`config.mk`:
```
export PLATFORM = sky130hd
export DESIGN_NAME = mod_reduce_seq
export DESIGN_NICKNAME = d
export VERILOG_FILES = /design/src/rtl/mod_reduce_seq.sv
export SDC_FILE = /design/constraint.sdc
export NUM_CORES = 1
export LEC_CHECK = 0
export CORE_MARGIN = 1
export CORE_UTILIZATION = 51
export CTS_CLUSTER_SIZE = 14
export DETAILED_ROUTE_END_ITERATION = 10
export HOLD_SLACK_MARGIN = 0.02
export PLACE_DENSITY = 0.84
export SYNTH_ARGS = -nofsm -noshare
export SYNTH_HDL_FRONTEND = slang
export SYNTH_SLANG_ARGS = --single-unit
```
`constraint.sdc`:
```
create_clock -name clk -period 3.9 [get_ports clk]
set_input_delay 0.975 -clock clk [delete_from_list [all_inputs] [get_ports clk]]
set_output_delay 0.975 -clock clk [all_outputs]
set_load 0.01 [all_outputs]
```
`src/rtl/mod_reduce_seq.sv`:
```
//------------------------------------------------------------------------------
// mod_reduce_seq
//
// Sequential residue reducer: accepts an IN_W-bit unsigned operand and returns
// operand mod MOD. The operand is consumed CHUNK_W bits per clock, starting at
// the least significant chunk. Each chunk value is mapped to its weighted
// residue (v * 2^(CHUNK_W*i)) mod MOD through a constant table that is built
// at elaboration time. The weighted residues are summed in a modular
// accumulator. Because both addends are below MOD, one conditional subtract
// keeps the accumulator reduced.
//
// Parameters:
//    IN_W     operand width in bits (>= 1)
//    the modulus parameter MOD must be >= 2
//    OUT_W    residue width, 2^OUT_W >= MOD
//    CHUNK_W  bits consumed per cycle (1..8)
//
// Ports:
//    clk        in   sole clock, rising edge
//    rst        in   asynchronous, active-high reset
//    in_valid   in   operand offered
//    in_ready   out  block can accept an operand (registered, IDLE only)
//    in_data    in   IN_W-bit unsigned operand
//    out_valid  out  residue available (registered, DONE only)
//    out_ready  in   consumer accepts the residue
//    out_res    out  in_data mod MOD; holds its value until the next result
//    busy       out  high in RUN or DONE
//    out_zero   out  residue is zero while out_valid (present only with the
//                    optional zero-flag macro)
//
// Optional feature macro: MODRED_ZERO_FLAG_EN
//
// Timing: out_valid rises NCHUNK rising edges after the accept edge. One
// operand completes every NCHUNK+2 cycles at best, because the hand-off edge
// and the next accept edge cannot coincide.
//
// state | meaning
// ------+----------------------------------------------------------------
// IDLE  | in_ready high, waiting for an operand
// RUN   | folding one chunk per cycle into the accumulator
// DONE  | out_valid high, residue held until out_ready
//------------------------------------------------------------------------------
module mod_reduce_seq #(
   parameter int IN_W    = 18,
   parameter int MOD     = 503,
   parameter int OUT_W   = 9,
   parameter int CHUNK_W = 2
) (
   input  logic             clk,
   input  logic             rst,
   input  logic             in_valid,
   output logic             in_ready,
   input  logic [IN_W-1:0]  in_data,
   output logic             out_valid,
   input  logic             out_ready,
   output logic [OUT_W-1:0] out_res,
   output logic             busy
`ifdef MODRED_ZERO_FLAG_EN
   ,
   output logic             out_zero
`endif
);

   localparam int NCHUNK = (IN_W + CHUNK_W - 1) / CHUNK_W;
   localparam int PAD_W  = NCHUNK * CHUNK_W;
   localparam int IDX_W  = (NCHUNK > 1) ? $clog2(NCHUNK) : 1;
   localparam int NVAL   = 1 << CHUNK_W;

   localparam logic [IDX_W-1:0] LAST_IDX = IDX_W'(NCHUNK - 1);
   localparam logic [OUT_W:0]   MOD_W    = (OUT_W + 1)'(MOD);

   //---------------------------------------------------------------------------
   // Parameter sanity: stop elaboration on an unusable configuration.
   //---------------------------------------------------------------------------
   if (MOD < 2) begin : g_bad_mod
      $error("mod_reduce_seq: MOD must be >= 2");
   end
   if ((64'd1 << OUT_W) < 64'(MOD)) begin : g_bad_out_w
      $error("mod_reduce_seq: 2^OUT_W must be >= MOD");
   end
   if (CHUNK_W < 1 || CHUNK_W > 8) begin : g_bad_chunk
      $error("mod_reduce_seq: CHUNK_W must be in 1..8");
   end
   if (IN_W < 1) begin : g_bad_in_w
      $error("mod_reduce_seq: IN_W must be >= 1");
   end

   //---------------------------------------------------------------------------
   // Weighted residue table, folded to constants at elaboration.
   // The chunk weight 2^(CHUNK_W*i) is reduced by repeated doubling mod MOD,
   // so intermediate values stay below 2*MOD and fit comfortably in longint.
   //---------------------------------------------------------------------------
   function automatic logic [OUT_W-1:0] tbl_entry(input int chunk_i, input int chunk_v);
      longint pow_m;
      longint prod;
      pow_m = 64'd1 % longint'(MOD);
      for (int k = 0; k < CHUNK_W * chunk_i; k++) begin
         pow_m = (pow_m * 2) % longint'(MOD);
      end
      prod = (longint'(chunk_v) * pow_m) % longint'(MOD);
      return OUT_W'(prod);
   endfunction

   logic [OUT_W-1:0] tbl [NCHUNK][NVAL];

   for (genvar gi = 0; gi < NCHUNK; gi++) begin : g_tbl_row
      for (genvar gv = 0; gv < NVAL; gv++) begin : g_tbl_col
         assign tbl[gi][gv] = tbl_entry(gi, gv);
      end
   end

   //---------------------------------------------------------------------------
   // State and datapath registers
   //---------------------------------------------------------------------------
   typedef enum logic [1:0] {
      S_IDLE = 2'd0,
      S_RUN  = 2'd1,
      S_DONE = 2'd2
   } state_t;

   state_t           state_q;
   state_t           state_next;
   logic             in_ready_q;
   logic             out_valid_q;
   logic [OUT_W-1:0] out_res_q;
   logic [OUT_W-1:0] acc_q;
   logic [IDX_W-1:0] idx_q;
   logic [PAD_W-1:0] data_q;

   logic               accept;
   logic               is_last;
   logic [CHUNK_W-1:0] chunk;
   logic [OUT_W-1:0]   tbl_val;
   logic [OUT_W:0]     sum_c;
   logic [OUT_W-1:0]   acc_next;

   // in_ready_q is only ever high in IDLE, so the state term is redundant but
   // keeps the accept condition self-evidently tied to the FSM.
   assign accept  = in_valid && in_ready_q && (state_q == S_IDLE);
   assign is_last = (idx_q == LAST_IDX);

   // data_q shifts right each RUN cycle, so the current chunk is always at
   // the bottom and idx_q only selects the table row.
   assign chunk   = data_q[CHUNK_W-1:0];
   assign tbl_val = tbl[idx_q][chunk];

   always_comb begin
      sum_c    = {1'b0, acc_q} + {1'b0, tbl_val};
      acc_next = acc_q;
      if (sum_c >= MOD_W) begin
         acc_next = OUT_W'(sum_c - MOD_W);
      end else begin
         acc_next = OUT_W'(sum_c);
      end
   end

   //---------------------------------------------------------------------------
   // Next-state logic
   //---------------------------------------------------------------------------
   always_comb begin
      state_next = state_q;
      case (state_q)
         S_IDLE: begin
            if (accept) begin
               state_next = S_RUN;
            end
         end
         S_RUN: begin
            if (is_last) begin
               state_next = S_DONE;
            end
         end
         S_DONE: begin
            if (out_ready) begin
               state_next = S_IDLE;
            end
         end
         default: begin
            state_next = S_IDLE;
         end
      endcase
   end

   //---------------------------------------------------------------------------
   // State register and datapath.
   // in_ready and out_valid are registered from the next state so that both
   // read 0 throughout reset and in_ready only rises on the first edge after
   // reset is released.
   //---------------------------------------------------------------------------
   always_ff @(posedge clk or posedge rst) begin
      if (rst) begin
         state_q     <= S_IDLE;
         in_ready_q  <= 1'b0;
         out_valid_q <= 1'b0;
         out_res_q   <= '0;
         acc_q       <= '0;
         idx_q       <= '0;
         data_q      <= '0;
      end else begin
         state_q     <= state_next;
         in_ready_q  <= (state_next == S_IDLE);
         out_valid_q <= (state_next == S_DONE);
         case (state_q)
            S_IDLE: begin
               if (accept) begin
                  data_q <= PAD_W'(in_data);
                  acc_q  <= '0;
                  idx_q  <= '0;
               end
            end
            S_RUN: begin
               acc_q  <= acc_next;
               data_q <= data_q >> CHUNK_W;
               if (is_last) begin
                  idx_q     <= '0;
                  out_res_q <= acc_next;
               end else begin
                  idx_q <= idx_q + IDX_W'(1);
               end
            end
            default: begin
            end
         endcase
      end
   end

`ifdef MODRED_ZERO_FLAG_EN
   logic out_zero_q;

   // Tracks the result being presented: taken from the final accumulator on
   // the RUN-to-DONE edge, held from out_res_q while DONE persists, and
   // cleared whenever the FSM is not heading into DONE.
   always_ff @(posedge clk or posedge rst) begin
      if (rst) begin
         out_zero_q <= 1'b0;
      end else if (state_next == S_DONE) begin
         if (state_q == S_RUN) begin
            out_zero_q <= (acc_next == '0);
         end else begin
            out_zero_q <= (out_res_q == '0);
         end
      end else begin
         out_zero_q <= 1'b0;
      end
   end

   assign out_zero = out_zero_q;
`endif

   assign in_ready  = in_ready_q;
   assign out_valid = out_valid_q;
   assign out_res   = out_res_q;
   assign busy      = (state_q != S_IDLE);

endmodule

```
# [Word level (Yosys, flattened, before mapping)]
# Memories as Yosys holds them, arrays and structs flattened.
# Cells that the tools add are included.
[op_classes] add_sub_neg=3 magnitude_cmp=3 n_eq_ne=5 n_mux=17 bitwise_logic=2 n_reduce_logical=8
[ops] cell="two-way mux 36 bit" count=2
[ops] cell="two-way mux 9 bit" count=4
[ops] cell="one-hot mux 18 bit (2 select lines)" count=1
[ops] cell="binary-select mux 9 bit (select 2 bit)" count=1
[ops] cell="two-way mux 18 bit" count=1
[ops] cell="one-hot mux 9 bit (2 select lines)" count=1
[ops] cell="adder 9 x 9 -> 10 bit" count=1
[ops] cell=">= comparator 10 x 9 -> 1 bit (second input constant)" count=1
[ops] cell="subtractor 9 bit (second input constant)" count=1
[ops] cell="two-way mux 4 bit" count=2
[ops] cell="one-hot mux 4 bit (2 select lines)" count=1
[ops] cell="two-way mux 2 bit" count=3
[ops] cell="one-hot mux 2 bit (3 select lines)" count=1
[ops] cell=">= comparator 5 bit (second input constant)" count=1
[ops] cell="NOT 4 -> 5 bit" count=1
[ops] cell="adder 4 x 1 -> 4 bit (second input constant)" count=1
[ops] cell="equality test 2 bit (second input constant)" count=2
[ops] cell="equality test 4 bit (second input constant)" count=1
[ops] cell="logical NOT 2 bit" count=2
[ops] cell="AND reduction 2 bit" count=2
[ops] cell="nonzero test 2 bit" count=2
[ops] cell=">= comparator 3 bit (second input constant)" count=1
[ops] cell="NOT 2 -> 3 bit" count=1
[ops] cell="equality test 2 x 1 -> 1 bit (second input constant)" count=1
[ops] cell="other kinds (2)" count=3
[word_totals] regBits=44 romBits=576 in_bits=22 output_inout_bits=12 mem_count=1
[memory_table] name="(no name shown)" words=16 word_bits=36 read_ports=1 rd_ports_with_merged_regs=0 wr=0 line="145" text="assign tbl_val = tbl[idx_q][chunk];"

# [Logic depth before layout (Yosys ltp)]
# Gate-level depths: netlist of run 1.
[depth] depth_word=11 depth_mapped=19 depth_no_buf=17

# [Worst setup path before layout of run 1]
# OpenSTA, ideal clock, no wires.
[synth_path] kind="register -> register" startpoint="register idx_q[0]" endpoint="register out_res_q[7], in the netlist out_res[7]" arrival_ns=3.824 t_required_ns=3.796 setup_slack_ns=-0.028 path_stages_with_launch=18 synth_period_minus_slack_ns=3.928 path_cell_list="dfrtp_1 > inv_1 > ha_1 > o22a_1 > nor2_1 > ha_1 > inv_1 > fa_1 > inv_1 > ha_1 > inv_1 > o221a_2 > o21ai_1 > nand3_2 > o41a_1 > buf_6 > or4_1 > o311ai_1"
[synth_via] elab_chain_cells=10
[synth_lines] item="start, declared" line="127" text="logic [IDX_W-1:0] idx_q;"
[synth_lines] item="start signal, assigned" line="218" text="idx_q <= idx_q + IDX_W'(1);"
[synth_lines] item="NOT 4 -> 5 bit (implied by the code)" line="145"
[synth_lines] item="memory (16 x 36 bit)"
[synth_lines] item="two-way mux 36 bit (implied by the code) (2 in a row)" line="145"
[synth_lines] item="binary-select mux 9 bit (select 2 bit)" line="145"
[synth_lines] item="two-way mux 9 bit (implied by the code) (2 in a row)" line="145"
[synth_lines] item="adder 9 x 9 -> 10 bit" line="148" text="sum_c = {1'b0, acc_q} + {1'b0, tbl_val};"
[synth_lines] item="subtractor 9 bit / >= comparator 10 x 9 -> 1 bit (equally long branches)" line="151, 150"
[synth_lines] item="two-way mux 9 bit" line="150" text="if (sum_c >= MOD_W) begin"
[synth_lines] item="end signal, assigned" line="216" text="out_res_q <= acc_next;"
[synth_lines] item="end, declared" line="125" text="logic [OUT_W-1:0] out_res_q;"
# Parallel ways exist; a longest one is shown, timed or not. The select of a mux whose other input is x is not followed.
# A chain may end at the register's enable or synchronous reset.

# [Worst setup path after layout of run 1]
[layout_path] startpoint="register idx_q[1]" endpoint="register out_res_q[1], in the netlist out_res[1]"
# The elaborated chain is that of the path after synthesis.

==> metrics.md, run 1 <==
| Metric | Value |
|---|---|
| Outcome | finished, violations left |
| CTS buffer count | 5 |
| Hpwl dp | 5400 um |
| Rows | 27 |
| Post-synth top cells | nand2_1 (65), dfrtp_1 (44), nor2_1 (35), a31oi_1 (18), ha_1 (18) |
| CTS Root Cell | clkbuf_8 |
| Max Fanout on Critical Path | 6 |
| Largest net degree at the start of global routing | 40 |
| CP max stage cell | o41a_1 |
| Die span in x | 78.7 um |
| P&R area growth vs syn | 25.8% |
| Crit Path Class | reg2reg |
| Setup TNS | -0.0321 ns |
| Initial DRC count | 295 |
| Setup crit end kind | flop |
| Share of post-route cells with drive strength above 1 | 0.173 |
| Fmax | 254 MHz |
| Initial DRT Pass Iterations | 5 |
| Worst hold path type | reg2reg |
| CTS Hold Bufs | 0 |
| Full die area | 6190 um2 |
| Port bufs | 33 |
| Distinct cell type count after synthesis | 64 |
| Crit-path leading delay family | compound AO/OA/AOI/OAI gates |
| YS warnings | 0 |
| CP required | 4.09 ns |
| Fin util | 0.677 |
| Sequential area share after synthesis | 0.367 |
| Synthesized flop and latch total | 44 |
| CTS tree | yes |
| Crit-path cells | buf_4, buf_4, ha_1, nor2_1, a21oi_1, o21ai_0, o31ai_1, ha_1, nor3_1, nor2_1, o31ai_2, xor2_1, o41a_1, mux2_4, mux2_2 |
| Slew Limit Fails | 0 |
| Mapped Nets | 390 |
| EDFF count, synth | 0 |
| Final Hold Vio Count | 0 |
| Antenna violations before repair | 0 |
| DR vias | 2874 |
| Slew @ Worst Pin | 0.969 ns |
| Post-route cell area | 3770 um2 |
| Post-DRT Antenna Nets | 0 |
| Post-Syn Area | 3000 um2 |
| Max Cap Viol | 0 |
| Tmin final | 3.93 ns |
| Vias per cell | 6.09 |
| # IOs | 34 |
| Drt total wl | 8190 um |
| Post-synth ARST share | 1.00 |
| CTS H-tree lvls | 2 |
| Largest area contributor in the netlist | dfrtp_1 |
| Ranking of synthesized cells by area | dfrtp_1 (37%), nand2_1 (8.1%), ha_1 (7.5%) |
| RSZ-0062 raised after global routing | yes |
| Total Routing Usage GR | 0.260 |
| Post-synth top area share | 0.367 |
| Worst rel slew slack | 0.351 |
| Most frequent cell after synthesis | nand2_1 |
| Clk_skew | 0.0101 ns |
| GRT overflow | 0 |
| Syn Area/Cell | 8.59 um2 |
| Max incr delay on CP | 0.57 ns |
| Final Setup Violations | 1 |
| CP Launch Type | flop |
| Final worst slack | -0.0321 ns |
| Crit path DAT | 4.12 ns |
| First-pass GRT wire length | 12500 um |
| Synth Flop Type | dfrtp_1 |
| Failing checks | setup timing |
| Clk_lat worst skew | 0.30 ns |
| CTS Buffer Depth | 2 |
| CTS Sinks | 44 |
| Clock slew at reported path FFs | 0.09 ns |
| DP Area | 3490 um2 |
| Post-Synthesis Cells | 349 |
| Nets | 440 |
| Core box area | 5570 um2 |
| Final period util | 1.01 |
| DRC | 0 |
| WP buf/inv | 2 |
| N_diodes | 0 |
| Die height | 78.7 um |
| Gpl congestion | 0.862 |
| Avg WL per Cell | 17.3 um |
| Vias in the first global route | 2676 |
| Starting density of the core | 0.538 |
-- worst paths after layout --
| check | start | end | slack [ns] | cells after the start |
|---|---|---|---|---|
| min in group asynchronous | rst | idx_q[2]$_DFFE_PP0P_ | 1.03 | 2 |
| setup / recovery | idx_q[1]$_DFFE_PP0P_ | out_res[1]$_DFFE_PP0P_ | -0.03 | 15 |
| max in group asynchronous | rst | acc_q[5]$_DFFE_PP0P_ | 2.14 | 3 |
| setup reg to reg | idx_q[1]$_DFFE_PP0P_ | out_res[1]$_DFFE_PP0P_ | -0.03 | 15 |
| hold / removal | out_res[5]$_DFFE_PP0P_ | out_res[5]$_DFFE_PP0P_ | 0.50 | 2 |
| hold reg to reg | out_res[5]$_DFFE_PP0P_ | out_res[5]$_DFFE_PP0P_ | 0.50 | 2 |
-- sequential cells by signal, indices dropped and copies added, names as in the netlist --
register   count
acc_q          9
data_q        18
out_valid      1
out_res        9
idx_q          4
in_ready       1
state_q        2
-- cells by family (layout without fill, tap and decap cells) --
logic type	Yosys count	count (layout)	synth area share
XOR/XNOR	9	9	0.0313
AND/OR/NAND/NOR	148	148	0.225
buffers and inverters	36	86	0.0526
AO/OA/AOI/OAI	81	82	0.198
adder cells (fa/ha/maj)	19	19	0.0818
flip-flops	44	44	0.367
multiplexers	12	12	0.0438
-- per-stage QoR --
| step | hold WS [ns] | setup WS, ns | std cells |
|---|---|---|---|
| after floorplan | 0.456 | 0.0192 | 349 |
| after global placement | 0.460 | 0.0432 | 456 |
| after detailed placement | 0.479 | -0.187 | 456 |
| after CTS | 0.499 | 0.00776 | 466 |
| after global routing | 0.522 | -0.186 | 472 |
| final | 0.497 | -0.0321 | 472 |
-- area by class of cell --
cell class / count / area, um2
multi-input cells: 270 / 1830
flip-flops and latches: 44 / 1100
well taps: 72 / 90.1
clock inverters: 2 / 60.1
repair buffers: 63 / 563
inverters: 15 / 58.8
clock buffers: 6 / 72.6
fillers: 428 / 1800
-- cell usage in the layout, fill, tap and decap left out, types with 3 or more instances in the layout --
cell / instances
o31ai_1: 3
o211ai_1: 3
nand2_1: 65
mux2i_1: 6
a22o_1: 4
a21oi_1: 8
nand3_1: 14
buf_4: 28
xor2_1: 4
inv_2: 4
inv_1: 9
and3_1: 3
ha_1: 15
dfrtp_1: 43
mux2_2: 5
nor2b_1: 4
a32oi_1: 5
or4_1: 5
a31oi_1: 18
nor3_1: 5
xnor2_1: 3
clkdlybuf4s50_1: 33
nor2_1: 35
clkbuf_8: 5
o21ai_0: 12
-- layer usage --
layer	wire [um]	vias up	global-route usage	part of all wire
li1	-	1336	-	-
met1	3420	1400	0.321	0.42
met2	4180	110	0.457	0.51
met3	387	28	0.0395	0.047
met4	196	0	0.0907	0.024
met5	0	-	0	0
-- tightest hold or removal path: cells and delay by family (launching register included) --
family        cells  cell delay [ns]
simple gates      2             0.12
flops             1             0.35
-- repair_timing --
action | in CTS | in global routing
buffers inserted | 1 | 6
hold endpoints to repair | 0 | 0
pin swaps | 2 | 14
resized for setup | 2 | 19
setup endpoints to repair | 14 | 14
cloned | 1 | 0
Power of run 1 is not shown: default switching activity piles up to over one toggle a cycle in this logic, so the estimate is an artifact.
==> inputs of run 2 (changes only) <==
--- a/config.mk
+++ b/config.mk
@@ -6,11 +6,11 @@
 export NUM_CORES = 1
 export LEC_CHECK = 0
 export CORE_MARGIN = 1
-export CORE_UTILIZATION = 51
+export CORE_UTILIZATION = 46
 export CTS_CLUSTER_SIZE = 14
 export DETAILED_ROUTE_END_ITERATION = 10
 export HOLD_SLACK_MARGIN = 0.02
-export PLACE_DENSITY = 0.84
+export PLACE_DENSITY = 0.78
 export SYNTH_ARGS = -nofsm -noshare
 export SYNTH_HDL_FRONTEND = slang
 export SYNTH_SLANG_ARGS = --single-unit
==> run 2 against run 1 <==
Critical path type unchanged; sequential share of layout area rose by 0.21 points; via count fell by 6.0%; sequential cell count is the same; die area increased by 11%; routed wire length is 12% lower; final cell count grew 1.1%; global-route usage shrank 3.4 points; core utilization shrank 8.4 points; non-clock buffer count did not move; the run now ends clean; maximum frequency increased by 3.2%; critical endpoint is now acc_q[7]$_DFFE_PP0P_; worst setup slack improved by 0.12 ns.
==> metrics.md, run 2 (synthesis gave the netlist of run 1 again) <==
| Metric | Value |
|---|---|
| P&R area growth vs syn | 24.9% |
| Final Setup Violations | 0 |
| CTS H-tree lvls | 2 |
| Clock slew at reported path FFs | 0.09 ns |
| Biggest register | data_q |
| Drt total wl | 7230 um |
| Clk_skew | 0.0115 ns |
| Final period util | 0.977 |
| CTS Buffer Depth | 2 |
| N_diodes | 0 |
| Worst hold path type | reg2reg |
| Hpwl dp | 4860 um |
| Crit Path Class | reg2reg |
| Die span in x | 82.7 um |
| CTS Sinks | 44 |
| Max Cap Viol | 0 |
| Clk_lat worst skew | 0.31 ns |
| CTS Root Cell | clkbuf_8 |
| Hold path cells | 2 |
| Gpl congestion | 0.859 |
| Final Hold Vio Count | 0 |
| Vias per cell | 5.66 |
| Hold Crit Start | out_res[3]$_DFFE_PP0P_ |
| Total Routing Usage GR | 0.226 |
| R2R depth | 16 |
| CP required | 4.11 ns |
| Largest register FFs | 18 |
| Port bufs | 33 |
| Initial DRC count | 210 |
| Nets | 440 |
| Avg WL per Cell | 15.2 um |
| Antenna violations before repair | 0 |
| Share of post-route cells with drive strength above 1 | 0.178 |
| Crit path DAT | 4.02 ns |
| Post-DRT Antenna Nets | 0 |
| DR WL met2 | 3470 um |
| R2r startpoint | idx_q[0]$_DFFE_PP0P_ |
| DRC | 0 |
| First-pass GRT wire length | 11500 um |
| CP Launch Type | flop |
| Full die area | 6850 um2 |
| Commonest non-fill, non-tap cells in the layout | nand2_1 (65), dfrtp_1 (43), nor2_1 (35) |
| Initial DRT Pass Iterations | 4 |
| # IOs | 34 |
| CTS tree | yes |
| Core box area | 6310 um2 |
| Tmin final | 3.81 ns |
| Slew Limit Fails | 0 |
| Starting density of the core | 0.475 |
| Max layer used | met4 |
| Vias in the first global route | 2393 |
| GRT overflow | 0 |
| Worst reg2reg path endpoint | acc_q[7]$_DFFE_PP0P_ |
| Die height | 82.7 um |
| DR vias | 2701 |
| Outcome | complete, no violations |
| Slew @ Worst Pin | 1.04 ns |
| Largest net degree at the start of global routing | 40 |
| Hold Crit Endpoint | out_res[3]$_DFFE_PP0P_ |
| Setup TNS | 0 ns |
| Reg-to-reg setup timing slack | 0.09 ns |
| Worst rel slew slack | 0.305 |
| Commonest non-fill, non-tap cell in the layout | nand2_1 |
| Setup crit end kind | flop |
| Fmax | 262 MHz |
| Rows | 29 |
| Max Fanout on Critical Path | 5 |
| CTS buffer count | 5 |
| Met3 WL | 204 um |
| WL met1 | 3390 um |
[run 2: changes by cell type in the layout (fill, tap and decap cells not counted), sizes merged]
cell | previous run | this run
bufinv | 2 | 0
clkinvlp | 0 | 2
[run 2: metrics by stage]
stage | setup slack [ns] | instances | utilization | area, um2 | hold WS (ns)
2_1_floorplan | 0.0192 | 349 | - | 3000 | 0.456
3_3_place_gp | 0.0439 | 462 | 0.555 | 3510 | 0.465
3_5_place_dp | -0.117 | 462 | 0.555 | 3510 | 0.474
4_1_cts | 0.0359 | 472 | 0.574 | 3630 | 0.499
5_1_grt | -0.0560 | 477 | 0.593 | 3750 | 0.520
6_report | 0.0894 | 477 | 0.593 | 3750 | 0.498
[run 2: cell type report]
| class | instances | area (um2) |
|---|---|---|
| clock buffers | 6 | 82.6 |
| clock inverters | 2 | 15.0 |
| fillers | 559 | 2570 |
| inverters | 15 | 56.3 |
| multi-input cells | 270 | 1830 |
| flip-flops and latches | 44 | 1100 |
| well taps | 77 | 96.3 |
| repair buffers | 63 | 559 |
[run 2: routing by layer]
metal,vias to the layer above,track usage
met3,12,0.0330
met2,60,0.358
li1,1344,-
met1,1285,0.315
met4,0,0.0741
met5,-,0
[run 2: worst max-delay path, stage by stage (launching register included)]
cell      delay, ns
dfrtp_2        0.41
inv_2          0.09
ha_4           0.21
o22a_1         0.19
nor2_1         0.11
ha_2           0.19
inv_2          0.04
fa_1           0.50
inv_2          0.10
ha_4           0.14
inv_2          0.04
o221a_4        0.22
o21ai_4        0.19
nand3_2        0.12
o41a_1         0.52
or4_1          0.55
o311ai_1       0.10
[run 2: worst max path at each step]
| stage | startpoint | endpoint | slack (ns) | cells after the start |
|---|---|---|---|---|
| final | idx_q[0]$_DFFE_PP0P_ | acc_q[7]$_DFFE_PP0P_ | 0.09 | 16 |
| after floorplan | idx_q[1]$_DFFE_PP0P_ | out_res[7]$_DFFE_PP0P_ | 0.02 | 17 |
| after detailed placement | idx_q[1]$_DFFE_PP0P_ | out_res[7]$_DFFE_PP0P_ | -0.12 | 16 |
| after global placement | idx_q[0]$_DFFE_PP0P_ | out_res[7]$_DFFE_PP0P_ | 0.04 | 16 |
| after global routing | idx_q[0]$_DFFE_PP0P_ | out_res[5]$_DFFE_PP0P_ | -0.06 | 18 |
| after CTS | idx_q[0]$_DFFE_PP0P_ | acc_q[7]$_DFFE_PP0P_ | 0.04 | 14 |
[run 2: what timing repair did]
item	in CTS	in global routing
hold buffers	0	0
setup buffers	1	5
cloned	1	0
pin swaps	1	11
setup endpoints to repair	12	15
gates resized for setup	1	19
Power of run 2 is left out for the same reason.
==> inputs of run 3 (changes only) <==
--- a/config.mk
+++ b/config.mk
@@ -6,11 +6,11 @@
 export NUM_CORES = 1
 export LEC_CHECK = 0
 export CORE_MARGIN = 1
-export CORE_UTILIZATION = 46
+export CORE_UTILIZATION = 51
 export CTS_CLUSTER_SIZE = 14
 export DETAILED_ROUTE_END_ITERATION = 10
 export HOLD_SLACK_MARGIN = 0.02
-export PLACE_DENSITY = 0.78
+export PLACE_DENSITY = 0.84
 export SYNTH_ARGS = -nofsm -noshare
 export SYNTH_HDL_FRONTEND = slang
 export SYNTH_SLANG_ARGS = --single-unit
==> results of run 3 <==
No change in the layout: final DEF, timing and power equal those of run 1.
Power of run 3 is left out for the same reason.
==> edit: new RTL, config.mk and constraints of run 1 <==
The 3 states of `state_t` get a one-hot encoding in 3 bits.
--- a/src/rtl/mod_reduce_seq.sv
+++ b/src/rtl/mod_reduce_seq.sv
@@ -114,6 +114,6 @@
    //---------------------------------------------------------------------------
-   typedef enum logic [1:0] {
-      S_IDLE = 2'd0,
-      S_RUN  = 2'd1,
-      S_DONE = 2'd2
+   typedef enum logic [2:0] {
+      S_IDLE = 3'b001,
+      S_RUN  = 3'b010,
+      S_DONE = 3'b100
    } state_t;
Formal check against the unedited RTL: no difference found for any inputs over 10 cycles, from zero or initial values and one cycle with rst high; not proved beyond that.
==> edit against run 1 <==
Routed wire length is 12% lower. Setup slack improved by 0.045 ns. Design area decreased by 7.4%. Via count shrank 4.8%. Area after synthesis is 2.3% lower. Highest routed layer unchanged. Sequential cell count is 1 higher. Synthesized cell count unchanged.
==> edit: results (changes against run 1) <==
- Slew Limit Headroom: 47.71% (+13 points)
- Total CTS buffers: 5 (unchanged)
- Leakage power: 1.511 nW
- Final WL: 7222 µm (-12%)
- Ant. Diodes: 0 (unchanged)
- Largest register FFs: 18 (unchanged)
- Layout Cells excl Fill: 455 (-3.6%)
- Post-synth ARST share: 100.0% (unchanged)
- Layout cells sized above 1: 9.922% (-7.3 points)
- Reg with most FFs: data_q
- Clock transition at path regs: approximately 0.080 ns
- Final ANT Viol Nets: 0 (unchanged)
- Worst path max stage delay: 0.48 ns (-0.09 ns)
- Area of placed instances: 3354 µm² (-3.9%)
- Synth warnings: 0 (unchanged)
- Clock skew: 0.01143 ns (+0.001384 ns)
- Vias in the first global route: 2652 (-0.90%)
- Dpl hpwl: 5131 µm (-5.0%)
- CTS Buffer Depth: 2 (unchanged)
- Inst Count DP: 446 (-2.2%)
- Sw Share: roughly 44%
- Crit-path slowest cell: fa_1
- Vias: 2737 (-4.8%)
- Pre-Repair DR Iteration Count: 5 (unchanged)
- Hold Path Class: reg -> reg
- Final nets: 423 (-3.9%)
- Total track usage: 26.03% (+0.033 points)
- Root buffer cell: clkbuf_8
- Worst-Skew Late Latency: 0.30 ns (about the same)
- Iter 0 DRT Violations: 269 (-8.8%)
- IO Port Bufs: 33 (unchanged)
- Status: complete, no violations
- CP arrival: 4.07 ns (-0.05 ns)
- Cell variety after synth: 54 (-16%)
- Largest cells by area after synthesis: dfrtp_1, nand2_1, ha_1, a31oi_1, nor2_1
- Register area share after synthesis: 38.49% (+1.8 points)
- Top post-synthesis cells by count: nand2_1, dfrtp_1, nor2_1
- Syn_nets: 390 (unchanged)
- Max IR drop VDD: approximately 0.52 mV
- CP most frequent cell: inv_1
- Largest net degree at the start of global routing: 46 (+15%)
- Routability cong.: 0.9785 (+13%)
- CP Max Fanout: 5 (-1)
- Avg Inst Size Synth: 8.393 µm² (-2.3%)
- First-pass GRT wire length: 12420 µm (-0.55%)
- Antenna violations before repair: 0 (unchanged)
- Top cell family by delay on the critical path: adder cells
- # H-tree levels: 2 (unchanged)
[edit: cells by family after synthesis]
| family | after synthesis | share of synthesized area, % |
|---|---|---|
| buf+inv | 31 | 4.058 |
| fa+ha+maj | 19 | 8.373 |
| simple gates | 138 | 21.06 |
| flops | 45 | 38.49 |
| xor+xnor | 6 | 1.794 |
| compound gates | 105 | 24.52 |
| mux | 5 | 1.709 |
[edit: tightest hold or removal path, delay by kind of cell (launching register included)]
kind / cells / cell delay [ns]
AO/OA/AOI/OAI: 1 / 0.06
flip-flops: 1 / 0.34
AND/OR/NAND/NOR: 1 / 0.05
[edit: final cells by class]
type / instances / area (µm²)
Clock buffer: 7 / 76.32
Clock inverter: 1 / 7.507
Fill cell: 436 / 2013
Inverter: 13 / 48.80
Multi-Input combinational cell: 273 / 1730
Sequential cell: 45 / 1127
Tap cell: 72 / 90.09
Timing Repair Buffer: 44 / 412.9
[edit: metrics by stage]
stage          setup slack [ns]  util [%]
6_report                0.01263     63.44
5_1_grt                -0.06627     63.44
4_1_cts                0.003023     62.44
2_1_floorplan            0.1374         -
3_5_place_dp            0.05447     60.92
3_3_place_gp             0.1332     60.92
[edit: per-layer routing]
metal	global-route usage, %	wire length (µm)	vias to the layer above
met5	0	0	-
met4	9.434	109	0
met3	3.647	433	9
met2	40.80	3399	95
met1	36.57	3280	1303
li1	-	-	1330
[edit: power by group through the flow]
stage | clock, mW | sequential, mW | combinational (mW)
final | 0.286 | 0.735 | 1.25
after global routing | 0.310 | 0.756 | 1.38
after CTS | 0.291 | 0.733 | 1.17
after detailed placement | 0 | 0.740 | 1.16
after global placement | 0 | 0.733 | 1.13
after floorplan | 0 | 0.716 | 0.846
[edit: what timing repair did]
action,CTS,global route
endpoints found under the setup margin,0,18
endpoints found under the hold margin,0,0
setup buffers,0,1
gates resized for setup,0,10
[edit: worst paths after layout]
| path | to | from | slack (ns) | cells past startpoint |
|---|---|---|---|---|
| min | out_res[7] | out_res[7] | 0.49 | 2 |
| min in group asynchronous | out_res[6] | rst | 1.00 | 2 |
| max in group asynchronous | data_q[10] | rst | 2.15 | 3 |
| max | acc_q[2] | idx_q[0] | 0.01 | 16 |
| min reg2reg | out_res[7] | out_res[7] | 0.49 | 2 |
| max reg2reg | acc_q[2] | idx_q[0] | 0.01 | 16 |
